===== src/rtl/inst_queue.sv =====
// Instruction queue between fetch and decode: a circular buffer of
// {pc, instr, adel} entries with a write pointer, a read pointer and an
// occupancy counter. There is no bypass in either direction: a full queue
// refuses input even when it is popping, and an empty queue shows nothing
// until the cycle after a push.
module inst_queue #(
  parameter int DEPTH = 4,
  parameter int WIDTH = 32
) (
  input  logic                     clk,
  input  logic                     rst,
  input  logic                     flush,
  input  logic                     in_valid,
  input  logic [WIDTH-1:0]         in_pc,
  input  logic [WIDTH-1:0]         in_instr,
  output logic                     in_ready,
  output logic                     out_valid,
  output logic [WIDTH-1:0]         out_pc,
  output logic [WIDTH-1:0]         out_instr,
  output logic                     out_adel,
  input  logic                     out_ready,
  output logic [$clog2(DEPTH):0]   count
);

  localparam int PW = $clog2(DEPTH);
  localparam int CW = PW + 1;
  localparam logic [CW-1:0] FULL = CW'(DEPTH);

  logic [WIDTH-1:0] r_pc    [DEPTH];
  logic [WIDTH-1:0] r_instr [DEPTH];
  logic             r_adel  [DEPTH];
  logic [PW-1:0]    r_wptr;
  logic [PW-1:0]    r_rptr;
  logic [CW-1:0]    r_count;

  logic w_push;
  logic w_pop;
  logic w_adel;

  assign in_ready  = (r_count != FULL);
  assign out_valid = (r_count != '0);
  // Reset and flush both discard same-cycle traffic.
  assign w_push    = in_valid && in_ready && !rst && !flush;
  assign w_pop     = out_valid && out_ready && !rst && !flush;
  // Instruction fetch from a non-word-aligned PC is an address error.
  assign w_adel    = (in_pc[1:0] != 2'b00);

  // Head entry is presented only while valid; zeroed otherwise.
  assign out_pc    = out_valid ? r_pc[r_rptr]    : '0;
  assign out_instr = out_valid ? r_instr[r_rptr] : '0;
  assign out_adel  = out_valid ? r_adel[r_rptr]  : 1'b0;
  assign count     = r_count;

  // Entry storage: written only on an accepted push, never reset.
  always_ff @(posedge clk) begin
    if (w_push) begin
      r_pc[r_wptr]    <= in_pc;
      r_instr[r_wptr] <= in_instr;
      r_adel[r_wptr]  <= w_adel;
    end
  end

  // Pointers and occupancy; reset beats flush beats push/pop.
  always_ff @(posedge clk) begin
    if (rst || flush) begin
      r_wptr  <= '0;
      r_rptr  <= '0;
      r_count <= '0;
    end else begin
      if (w_push) r_wptr <= r_wptr + PW'(1);
      if (w_pop)  r_rptr <= r_rptr + PW'(1);
      case ({w_push, w_pop})
        2'b10:   r_count <= r_count + CW'(1);
        2'b01:   r_count <= r_count - CW'(1);
        default: r_count <= r_count;
      endcase
    end
  end

endmodule

===== config.mk =====
export PLATFORM = sky130hd
export DESIGN_NAME = inst_queue
export DESIGN_NICKNAME = d
export VERILOG_FILES = /design/src/rtl/inst_queue.sv
export SDC_FILE = /design/constraint.sdc
export NUM_CORES = 1
export LEC_CHECK = 0
export ABC_AREA = 1
export BUFFER_PORTS_ARGS = -buffer_cell sky130_fd_sc_hd__buf_2
export CELL_PAD_IN_SITES_DETAIL_PLACEMENT = 1
export CELL_PAD_IN_SITES_GLOBAL_PLACEMENT = 2
export CORE_MARGIN = 5
export CORE_UTILIZATION = 39
export CTS_CLUSTER_SIZE = 16
export DETAILED_ROUTE_END_ITERATION = 10
export PLACE_DENSITY_LB_ADDON = 0.1
export SLEW_MARGIN = 10
export SYNTH_ARGS = -nofsm -noshare
export SYNTH_HDL_FRONTEND = slang
export SYNTH_SLANG_ARGS = --single-unit

===== constraint.sdc =====
create_clock -name clk -period 5.1 [get_ports clk]
set_input_delay 1.02 -clock clk [delete_from_list [all_inputs] [get_ports clk]]
set_output_delay 1.02 -clock clk [all_outputs]
set_load 0.01 [all_outputs]

==> impl_metrics.toml <==
[cts]
cts_hold_buf = 0
clk-insertion-delay-late_ns = 0.53
ctsResizeCount = 0
clk_pin_slew_ns = 0.06
cts_buffers = 29
htree_levels = 1
cts_tree = "built"
cts-root-buf = "clkbuf_16"
cts_buffer_depth = 3
cts_setup_buffers = 0
clkSinkCount = 269

[drt]
drc = 0
drt-wirelength-per-cell_um = 20.3
viasPerCell = 5.17
wl_um = 27200
vias = 6923
drtAntennaViolNets = 0
firstDrtPassIters = 4
first_iter_violations = 466

[worst_setup_path]
cp_max_fo = 104
cp.arrival_ns = 2.90
end_kind = "output pin"
r2r_setup_slack_ns = 2.81
crit_required_ns = 4.08
start_kind = "flip-flop"
critical_path_class = "flip-flop to output pin"

[sta]
final.setup_skew_ns = 0.0141
fin_crit_sh = 0.769
slew_headroom = 0.209
fin_crit_ns = 3.92
tightestPinTransition_ns = 1.19
rsz0062_at_grt = "false"
report.final.slew_viol_count = 0
finalWorstSetupSlack_ns = 1.18
setup_tns_ns = 0
hold_viol = 0
max_freq_mhz = 255
setup_viol = 0

[pwr]
power.density_nw_per_um2 = 360
peakVddDrop_mv = 0.259
p_total_uw = 4480
leakage_uw = 0.00453

[logic_synthesis]
ys_seq_area_frac = 0.752
synth_top_area_cell = "edfxtp_1"
ys_ff_latch = 269
synthCells = 842
synth_top_area_share = 0.735
synthAdderAreaFrac = 0.00778
yosysWarnings = 0
syn_area_um2 = 10600
synth_top_family_by_area = "simple AND/OR/NAND/NOR gates"
synth-compound-area-share = 0.0957
synth_nets = 917
synthXorXnorAreaFrac = 0
synth.area.mux_share = 0
syn_area_per_cell_um2 = 12.6
ys_types = 21
synth_simple_gate_area_share = 0.105
synth_area_leaders = "edfxtp_1 (74%), nor2_1 (9.6%), o21ai_0 (4.3%), a21oi_1 (3.3%), o21ai_1 (1.9%)"

[global_routing]
grt_usage = 0.173
first_global_vias = 7615
grt_pass1_wl_um = 41800
grt_max_degree = 121
grt_overflow_total = 0
antenna_found_initial = 2

[final_layout]
drive_gt1_frac = 0.200
final_util = 0.462
fin_nets = 1051
syn2layout_area_growth_pct = 17.0

[floorplanning]
dieHeight_um = 175
ios = 139
num_rows = 60
die_w_um = 175
die_area_um2 = 30600
coreArea_um2 = 26900
initial_core_util = 0.395

[outcome]
outcome = "finished clean"

[placement]
place_ws_ns = 1.70
gp_congestion = 0.732
dp.final_hpwl_um = 15600
port_buffers = 138

[worst_hold_path]
hp-class = "flip-flop to flip-flop"

[flow_run]
maxCapViolCount = 0
## registers in the layout, indices dropped and copies added (netlist names), named ones only
register / cells
r_rptr: 2
r_adel: 4
r_instr: 128
count: 3
r_pc: 128
r_wptr: 2
## final timing paths
kind / start / depth (start not counted) / end
hold reg to reg: r_wptr[1] / 2 / r_wptr[1]
setup reg to reg: count[0] / 12 / count[2]
setup / recovery: flip-flop / 6 / out_pc[31]
hold / removal: r_wptr[1] / 2 / r_wptr[1]
## where the power goes
group	total, µW	switching (µW)	internal (µW)
clock	1890	790	1100
combinational	140	94.6	45.5
sequential	2450	6.15	2450
## cell usage after synthesis
master,instances
a21oi_1,70
o21ai_1,41
buf_1,1
buf_4,7
nand3_1,6
dfxtp_1,9
edfxtp_1,260
clkbuf_1,5
buf_2,15
ha_1,5
buf_8,1
o21ai_0,92
fa_1,1
clkbuf_2,10
nand2_1,13
or2_2,1
inv_2,2
buf_6,11
inv_1,20
nor2_1,271
nand3_2,1
## stage by stage
step / std cells / hold WS [ns] / instance area [µm²]
2_1_floorplan: 842 / 0.465 / 10600
3_3_place_gp: 1286 / 0.493 / 11600
3_5_place_dp: 1286 / 0.499 / 11600
4_1_cts: 1339 / 0.507 / 12400
5_1_grt: 1339 / 0.558 / 12400
6_report: 1340 / 0.507 / 12400
## critical path, stage by stage (launching register included)
cell and delay [ns]:
dfxtp_4 0.56, buf_4 0.96, nor2_1 0.11, nor2_1 0.13
o21ai_0 0.10, a21oi_1 0.27, buf_2 0.18
## kinds of logic after synthesis
group | after synthesis
flip-flops | 269
adder cells (fa/ha/maj) | 6
buffers and inverters | 72
AND/OR/NAND/NOR | 292
AO/OA/AOI/OAI | 203
## layer usage
layer | share of wire | vias up | track usage | routed length [µm]
met5 | 0.00099 | - | 0 | 27
met4 | 0.021 | 4 | 0.0435 | 562
met2 | 0.51 | 172 | 0.313 | 13900
li1 | - | 3234 | - | -
met3 | 0.048 | 50 | 0.0333 | 1320
met1 | 0.42 | 3463 | 0.215 | 11400
## cells in the final DEF, fill, tap and decap left out
master,n
inv_6,2
dfxtp_1,7
clkinv_1,8
inv_1,19
buf_4,14
o21ai_0,92
clkinv_2,2
nand2_1,13
inv_2,2
a21oi_1,70
o21ai_1,41
buf_12,1
nor2_1,267
nor2_4,4
dfxtp_4,1
diode_2,1
nand3_1,6
nand3_2,1
ha_1,5
fa_1,1
dfxtp_2,1
buf_2,138
clkbuf_1,9
edfxtp_1,260
clkbuf_16,29
or2_2,1
clkbuf_8,4
## final cells by class
class / instances / area [µm²]
clock buffers: 42 / 815
repair buffers: 153 / 816
clock inverters: 11 / 48.8
fillers: 2834 / 14400
inverters: 22 / 87.6
diodes: 1 / 2.50
flip-flops and latches: 269 / 7990
multi-input cells: 501 / 2240
well taps: 341 / 427
No activity file was read; power rests on OpenSTA's default activity.
